==> src/rtl/frac_clk_div_if.sv <==
// Divided-clock output bundle for frac_clk_div.
// Latency: none, the bundle is just wires.
// Backpressure: none, the divider output is free-running.
// Ports: clk_out - divided clock, driven by the master (the divider) and
//        observed by the slave (the consumer of the low-rate clock/strobe).
interface frac_clk_div_if;
   logic clk_out;

   modport master (output clk_out);
   modport slave  (input  clk_out);
endinterface

==> src/rtl/frac_clk_div.sv <==
// Fractional clock divider, dual-modulus N / N+1 with accumulator control.
// Latency: clk_out rises on the first clk_in edge with rst low, no dead cycles.
// Backpressure: none, the output is free-running once reset is released.
// Ports: clk_in - single clock, all logic on its rising edge
//        rst    - synchronous active-high reset (holds clk_out low)
//        div_if - master side of frac_clk_div_if, carries registered clk_out
module frac_clk_div #(
   parameter int DIV_INT = 8,   // integer part of ratio, >= 2
   parameter int DIV_NUM = 1,   // fractional numerator, 0 <= DIV_NUM < DIV_DEN
   parameter int DIV_DEN = 10   // fractional denominator, >= 1
) (
   input  logic           clk_in,
   input  logic           rst,
   frac_clk_div_if.master div_if
);

   // Counter must hold DIV_INT+1; accumulator sum must hold 2*DIV_DEN-1.
   localparam int CW = $clog2(DIV_INT + 2);
   localparam int AW = $clog2(2 * DIV_DEN);

   localparam logic [CW-1:0] LEN_S = CW'(DIV_INT);
   localparam logic [CW-1:0] LEN_L = CW'(DIV_INT + 1);
   localparam logic [AW-1:0] NUM   = AW'(DIV_NUM);
   localparam logic [AW-1:0] DEN   = AW'(DIV_DEN);

   logic [CW-1:0] cnt_q, cnt_d;
   logic [CW-1:0] plen_q, plen_d;
   logic [AW-1:0] acc_q, acc_d;
   logic          clk_out_q, clk_out_d;
   logic          pend_q, pend_d;

   logic [AW-1:0] sum;
   logic          period_start;

   always_comb begin
      sum          = acc_q + NUM;
      // After reset the first live edge always opens a period; otherwise a
      // period opens on the edge following the last offset of the current one.
      period_start = pend_q || (cnt_q == plen_q - CW'(1));

      cnt_d  = cnt_q + CW'(1);
      plen_d = plen_q;
      acc_d  = acc_q;
      pend_d = 1'b0;

      if (period_start) begin
         cnt_d = '0;
         if (sum >= DEN) begin
            plen_d = LEN_L;
            acc_d  = sum - DEN;
         end else begin
            plen_d = LEN_S;
            acc_d  = sum;
         end
      end

      // High for the first floor(plen/2) offsets, so an odd-length period
      // puts its extra cycle in the low phase.
      clk_out_d = (cnt_d < (plen_d >> 1));
   end

   always_ff @(posedge clk_in) begin
      if (rst) begin
         cnt_q     <= '0;
         plen_q    <= LEN_S;
         acc_q     <= '0;
         clk_out_q <= 1'b0;
         pend_q    <= 1'b1;
      end else begin
         cnt_q     <= cnt_d;
         plen_q    <= plen_d;
         acc_q     <= acc_d;
         clk_out_q <= clk_out_d;
         pend_q    <= pend_d;
      end
   end

   assign div_if.clk_out = clk_out_q;

endmodule

==> src/flat_wrapper.sv <==
// flat-port wrapper written by rule: the top's interface ports become plain ports
module frac_clk_div_flat 
#(
   parameter int DIV_INT = 8,                                 
   parameter int DIV_NUM = 1,                                                  
   parameter int DIV_DEN = 10                                  
)
  (clk_in, rst, div_if_clk_out);
  frac_clk_div_if div_if_i ();
  input  logic clk_in;
  input  logic rst;
  output wire logic [$bits(div_if_i.clk_out)-1:0] div_if_clk_out;
  assign div_if_clk_out = div_if_i.clk_out;
  frac_clk_div #(.DIV_INT(DIV_INT), .DIV_NUM(DIV_NUM), .DIV_DEN(DIV_DEN)) u_core (.clk_in(clk_in), .rst(rst), .div_if(div_if_i));
endmodule
==> config.mk <==
export PLATFORM = sky130hd
export DESIGN_NAME = frac_clk_div_flat
export DESIGN_NICKNAME = d
export VERILOG_FILES = /design/src/rtl/frac_clk_div_if.sv /design/src/rtl/frac_clk_div.sv /design/src/flat_wrapper.sv
export SDC_FILE = /design/constraint.sdc
export NUM_CORES = 1
export LEC_CHECK = 0
export CAP_MARGIN = 20
export CORE_MARGIN = 1
export CORE_UTILIZATION = 53
export DETAILED_ROUTE_END_ITERATION = 8
export DONT_BUFFER_PORTS = 1
export PLACE_DENSITY = 0.77
export SLEW_MARGIN = 20
export SYNTH_ARGS = -nofsm -noshare
export SYNTH_HDL_FRONTEND = slang
export SYNTH_SLANG_ARGS = --single-unit
export TNS_END_PERCENT = 30
==> constraint.sdc <==
create_clock -name clk_in -period 1.9 [get_ports clk_in]
set_input_delay 0.475 -clock clk_in [delete_from_list [all_inputs] [get_ports clk_in]]
set_output_delay 0.475 -clock clk_in [all_outputs]
set_load 0.005 [all_outputs]
==> results of run 1 <==
cells by family (layout without fill, tap and decap cells):
logic type      Yosys count  count (layout)  share of synthesized area, %
flops                    15              15                          36.4
fa+ha+maj                 7               7                          10.6
xor+xnor                 12              12                          14.4
compound gates           14              14                          14.5
buf+inv                   7              22                          3.64
simple gates             28              28                          16.8
mux                       3               3                          3.64
state kept, by name (all words and copies together) (netlist names):
register	cells
u_core.acc_q	5
u_core.div_if.clk_out	1
u_core.cnt_q	4
u_core.plen_q	4
u_core.pend_q	1
worst paths after layout:
check	to	slack, ns	cells past startpoint
max	u_core.div_if.clk_out	-0.08	8
min	u_core.pend_q	0.20	0
max reg2reg	u_core.div_if.clk_out	-0.08	8
min reg2reg	u_core.acc_q[3]	0.55	2
timing repair:
item,CTS,global route
gates resized for setup,6,3
pin swaps,2,0
setup endpoints to repair,1,4
setup buffers,1,0
endpoints found under the hold margin,0,0
final cells by class:
cell class,count,area (um2),area share [%]
clock inverters,1,5.00,0.493
repair buffers,12,90.1,8.88
clock buffers,3,22.5,2.22
inverters,6,22.5,2.22
well taps,15,18.8,1.85
flip-flops and latches,15,303,29.8
multi-input cells,64,553,54.5
power groups by stage:
stage	clock [mW]	sequential (mW)	combinational [mW]
4_1_cts	0.190	0.350	0.190
3_5_place_dp	0	0.357	0.181
6_report	0.187	0.352	0.198
5_1_grt	0.208	0.354	0.220
2_1_floorplan	0	0.354	0.126
3_3_place_gp	0	0.355	0.176
metal layers:
layer  vias up  wire (um)
li1        323          -
met1       320        730
met2        10        901
met3         5         39
met4         0         36
met5         -          0
placed cells by master, fill, tap and decap left out, types with 2 or more instances in the layout:
cell type / n
buf_4: 12
inv_1: 4
mux2i_1: 3
o21ai_0: 3
xnor2_1: 3
ha_1: 6
nor2_1: 14
xor2_1: 5
dfxtp_2: 2
nand2b_1: 2
clkbuf_4: 3
nand3_1: 3
dfxtp_1: 13
xnor2_2: 2
a211oi_1: 2
nand2_1: 3
inv_2: 2
o21ai_2: 2
critical path, cell delays in order, from the launching register on:
cell and delay [ns]:
dfxtp_1 0.47, xnor3_1 0.37, nand3_2 0.12, o21ba_4 0.14, nand2_1 0.06, ha_1 0.31
o21ai_2 0.15, a41oi_2 0.05, nor4_2 0.22
stage by stage:
| stage | total power [mW] | instances | hold WS (ns) | utilization, % | worst slack, ns |
|---|---|---|---|---|---|
| final | 0.737 | 116 | 0.195 | 74.3 | -0.0798 |
| after global placement | 0.531 | 111 | 0.488 | 68.0 | -0.0822 |
| after floorplan | 0.480 | 86 | 0.447 | - | -0.126 |
| after detailed placement | 0.538 | 111 | 0.503 | 68.0 | -0.171 |
| after CTS | 0.730 | 116 | 0.196 | 72.7 | -0.0855 |
| after global routing | 0.783 | 116 | 0.178 | 74.3 | -0.207 |
==> qor.csv, run 1 <==
metric,value,unit
violations,setup timing,
postLayoutCellArea,1010,um2
critPathLaunchType,flip-flop,
dr.pass1.iters,4,
numCtsBuffers,3,
min-delay-start,rst,
synthDistinctLibCells,28,
power.switching,0.220,mW
grt-busiest-layer,met2,
use_met1,25.2,%
slew_violations,0,
worstPathRequired,2.11,ns
cp.arrival,2.19,ns
async_reset_ff_share,0,%
postRouteAntennaNets,0,
place_area,930,um2
cts.clk_slew.worst_paths,0.09,ns
seqPwrFrac,47.8,%
power_density,726,nW/um2
hpwlAfterDp,1290,um
cp-startpoint,u_core.plen_q[2],
clock.fmax,0.505,GHz
clock-sinks,15,
drc,0,
p_int,0.516,mW
yosys-top-cells-area,"dfxtp_1 36%, ha_1 11%, nor2_1 6.4%",
criticalPathCategory,reg -> reg,
areaGrowthSynthToFinish,22.9,%
ys.warnings.count,0,
first_iter_violations,10,
cts_tree,done,
rsz0062_at_grt,yes,
finalNetCount,111,
finalSetupViolCount,1,
finalWorstSetupSlack,-0.0798,ns
combPwrFrac,26.8,%
switching_share,29.9,%
gp_congestion,0.805,
final_hold_viol_count,0,
ir_drop,0.000579,V
cp-end-kind,flip-flop,
start_util,60.4,%
synth_commonest_cells,"15 x dfxtp_1, 14 x nor2_1, 7 x ha_1, 6 x inv_1, 6 x xor2_1",
fin_worst_skew,0.00802,ns
grt_pass1_vias,657,
avgViaCountPerCell,5.67,
worst_slew_pin_slew,0.348,ns
yosysTopAreaCell,dfxtp_1,
cap_viol_max_count,0,
syn_area,826,um2
yosysMostFrequentCell,dfxtp_1,
root_buffer,clkbuf_4,
die_h,41.5,um
dieArea,1720,um2
die_w,41.5,um
synth.avg_cell_area,9.60,um2
met2_usage,40.9,%
drive_above_1_share,32.7,%
period_share,104,%
cts_htree_levels,1,
wire_per_inst,14.7,um
hp-class,in -> reg,
grt_pass1_wl,2900,um
syn_inst,86,
path_max_fanout,4,
hold_buffers,0,
vias,658,
n_antenna_cell,0,
nFillCells,85,
r2r-start,u_core.plen_q[2],
maxSlewHeadroom,76.7,%
synth-seq-area-share,36.4,%
clk_latency,0.30,ns
wirelength,1710,um
status,"finished, violations left",
core-area,1370,um2
rows,13,
gr-total-overflow,0,
yosysTopAreaCellShare,36.4,%
ios,3,
syn_nets,95,
track_usage,22.8,%
synth_edf_count,0,
period_needed,1.98,ns
grtUsageMet3,4.35,%
antenna_found_initial,0,
port_buffers,0,
synth_top_flop_cell,dfxtp_1,
synth-seq-cells,15,
clock_power_share,25.4,%
leakage,0.453,nW
grt_max_degree,10,
tns,-0.0798,ns
cts.path.max_buffers,2,
(Power assumes the default switching activity.)
==> inputs of run 2 (changes only) <==
--- a/config.mk
+++ b/config.mk
@@ -6,11 +6,13 @@
 export NUM_CORES = 1
 export LEC_CHECK = 0
 export CAP_MARGIN = 20
+export CELL_PAD_IN_SITES_DETAIL_PLACEMENT = 1
+export CELL_PAD_IN_SITES_GLOBAL_PLACEMENT = 1
 export CORE_MARGIN = 1
-export CORE_UTILIZATION = 53
+export CORE_UTILIZATION = 42
 export DETAILED_ROUTE_END_ITERATION = 8
 export DONT_BUFFER_PORTS = 1
-export PLACE_DENSITY = 0.77
+export PLACE_DENSITY_LB_ADDON = 0.1
 export SLEW_MARGIN = 20
 export SYNTH_ARGS = -nofsm -noshare
 export SYNTH_HDL_FRONTEND = slang
==> run 2 against run 1 <==
Net effect: the flow still finishes with violations (setup timing); global-route usage is 2.3 points lower; first-iteration DRC count is 50% higher; clock-buffer cell count stayed put; wire length is 5.6% higher; sequential power hardly changed; critical path type unchanged; critical endpoint unchanged; highest routed layer unchanged.
==> qor.csv, run 2 (synthesis results as in run 1) <==
metric,value,unit,change
worstRegToRegCells,10,,+2
track_usage,20.5,%,-2.3 points
critPathLaunchType,flip-flop,,
start_util,46.3,%,-14 points
final_cell_mix,"14 x nor2_1, 12 x buf_4, 11 x dfxtp_1",,
path_max_fanout,5,,+1
r2r-end,u_core.div_if.clk_out,,
fin_worst_skew,0.00942,ns,+0.00140 ns
port_buffers,0,,unchanged
cp-end-kind,flip-flop,,
criticalPathCategory,reg -> reg,,
final_common_cell,nor2_1,,
worst_slew_pin_slew,0.335,ns,-0.0124 ns
cp_cell_sequence,buf_4 -> nor3_2 -> xnor2_1 -> buf_4 -> o21bai_4 -> nor2_1 -> ha_1 -> o21ai_2 -> a41oi_2 -> nor4_2,,
core-area,1780,um2,+30%
cp-startpoint,u_core.plen_q[0],,
rrSetupSlack,-0.03,ns,+0.05 ns
root_buffer,clkbuf_4,,
max_flop_register,u_core.acc_q,,
worst_hold_slack,0.188,ns,-0.00752 ns
wirelength,1800,um,+5.6%
rows,15,,+2
period_share,102,%,-2.7 points
first_iter_violations,15,,+5
nFillCells,209,,+150%
antenna_found_initial,0,,unchanged
grt_pass1_wl,2940,um,+1.2%
crit_path_max_incr_delay,0.34,ns,-0.13 ns
ios,3,,unchanged
cts.clk_slew.worst_paths,0.11,ns,+0.02 ns
utilization,57.8,%,-17 points
finalPower,0.749,mW,+1.8%
finalWorstSetupSlack,-0.0293,ns,+0.0505 ns
dieArea,2150,um2,+25%
die_h,46.3,um,+12%
slowest_stage,dfxtp_2,,
finalNetCount,112,,+0.90%
cap_viol_max_count,0,,unchanged
leakage,0.449,nW,-1.0%
clk_latency,0.30,ns,about the same
grt_max_degree,10,,unchanged
die_w,46.3,um,+12%
vias,647,,-1.7%
cts_tree,done,,
wire_per_inst,14.2,um,-3.5%
clock.fmax,0.518,GHz,+2.6%
slew_violations,0,,unchanged
avgViaCountPerCell,5.09,,-10%
hold_buffers,0,,unchanged
postRouteAntennaNets,0,,unchanged
crit_end,u_core.div_if.clk_out,,
r2r-start,u_core.plen_q[0],,
largest_reg_flops,5,,unchanged
rsz0062_at_grt,yes,,
worstPathRequired,2.13,ns,+0.02 ns
power_density,728,nW/um2,+0.27%
ir_drop,0.000416,V,-28%
violations,setup timing,,
cp.arrival,2.16,ns,-0.03 ns
clock-sinks,15,,unchanged
final_hold_viol_count,0,,unchanged
cts.path.max_buffers,2,,unchanged
critPathTopFamily,simple AND/OR/NAND/NOR gates,,
grt_pass1_vias,636,,-3.2%
hp-class,in -> reg,,
cts_htree_levels,1,,unchanged
pre_cts_ws,-0.152,ns,+0.0183 ns
crit_cells,10,,+2
crit_top_cell,buf_4,,
maxSlewHeadroom,77.6,%,+0.83 points
crit_buf_inv,2,,+2
dr.pass1.iters,4,,unchanged
hpwlAfterDp,1400,um,+8.5%
reg_top3,"u_core.acc_q: 5 flops, u_core.cnt_q: 4 flops, u_core.plen_q: 4 flops",,
areaGrowthSynthToFinish,24.7,%,
gr-total-overflow,0,,unchanged
drive_above_1_share,35.3,%,+2.6 points
period_needed,1.93,ns,-0.0505 ns
finalSetupViolCount,1,,unchanged
drc,0,,unchanged
n_antenna_cell,0,,unchanged
numCtsBuffers,3,,unchanged
gp_congestion,0.747,,-7.2%
status,"finished, violations left",,
-- run 2: changes by cell type in the layout (fill, tap and decap cells not counted), sizes merged --
cell,before,now
buf,12,13
-- run 2: through the flow --
step	instances	cell area (um2)	TNS, ns
2_1_floorplan	86	840	-0.126
3_3_place_gp	122	950	-0.0703
3_5_place_dp	122	950	-0.152
4_1_cts	127	1010	-0.0687
5_1_grt	127	1030	-0.161
6_report	127	1030	-0.0293
-- run 2: area by class of cell --
| cell class | instances | area (um2) | share of cell area (%) |
|---|---|---|---|
| inverter | 6 | 22.5 | 2.19 |
| timing repair buffer | 13 | 101 | 9.84 |
| clock buffer | 3 | 22.5 | 2.19 |
| sequential | 15 | 305 | 29.6 |
| multi-input combinational | 64 | 542 | 52.6 |
| clock inverter | 1 | 5.00 | 0.486 |
| tap | 25 | 31.3 | 3.04 |
-- run 2: repair_timing --
action | in CTS | in global routing
buffers inserted | 1 | 0
pin swaps | 3 | 0
endpoints found under the setup margin | 1 | 5
resized for setup | 5 | 6
-- run 2: how the worst min path moves through the flow --
| stage | end | slack, ns | startpoint | depth (start not counted) |
|---|---|---|---|---|
| 4_1_cts | u_core.pend_q | 0.19 | rst | 0 |
| 5_1_grt | u_core.pend_q | 0.17 | rst | 0 |
| 3_5_place_dp | u_core.pend_q | 0.50 | rst | 0 |
| 2_1_floorplan | u_core.plen_q[1] | 0.45 | u_core.plen_q[1] | 2 |
| 3_3_place_gp | u_core.plen_q[3] | 0.50 | u_core.plen_q[3] | 1 |
| 6_report | u_core.pend_q | 0.19 | rst | 0 |
-- run 2: layer usage --
layer	track usage, %	wire length [um]	up-vias
met5	0	0	-
met4	8.82	37	0
met3	4.71	34	5
met2	31.1	828	8
met1	27.5	902	307
li1	-	-	327
-- run 2: report_power, final --
group          internal [mW]  switching (mW)  total (mW)
Sequential             0.334          0.0189       0.353
Combinational          0.102          0.0923       0.194
Clock                 0.0785           0.124       0.202
-- run 2: worst reg2reg max path, delay by kind of cell (launching register included) --
family	cells	cell delay [ns]
AO/OA/AOI/OAI	3	0.35
XOR/XNOR	1	0.12
adder cells (fa/ha/maj)	1	0.28
buffers and inverters	2	0.30
flip-flops	1	0.34
AND/OR/NAND/NOR	3	0.48
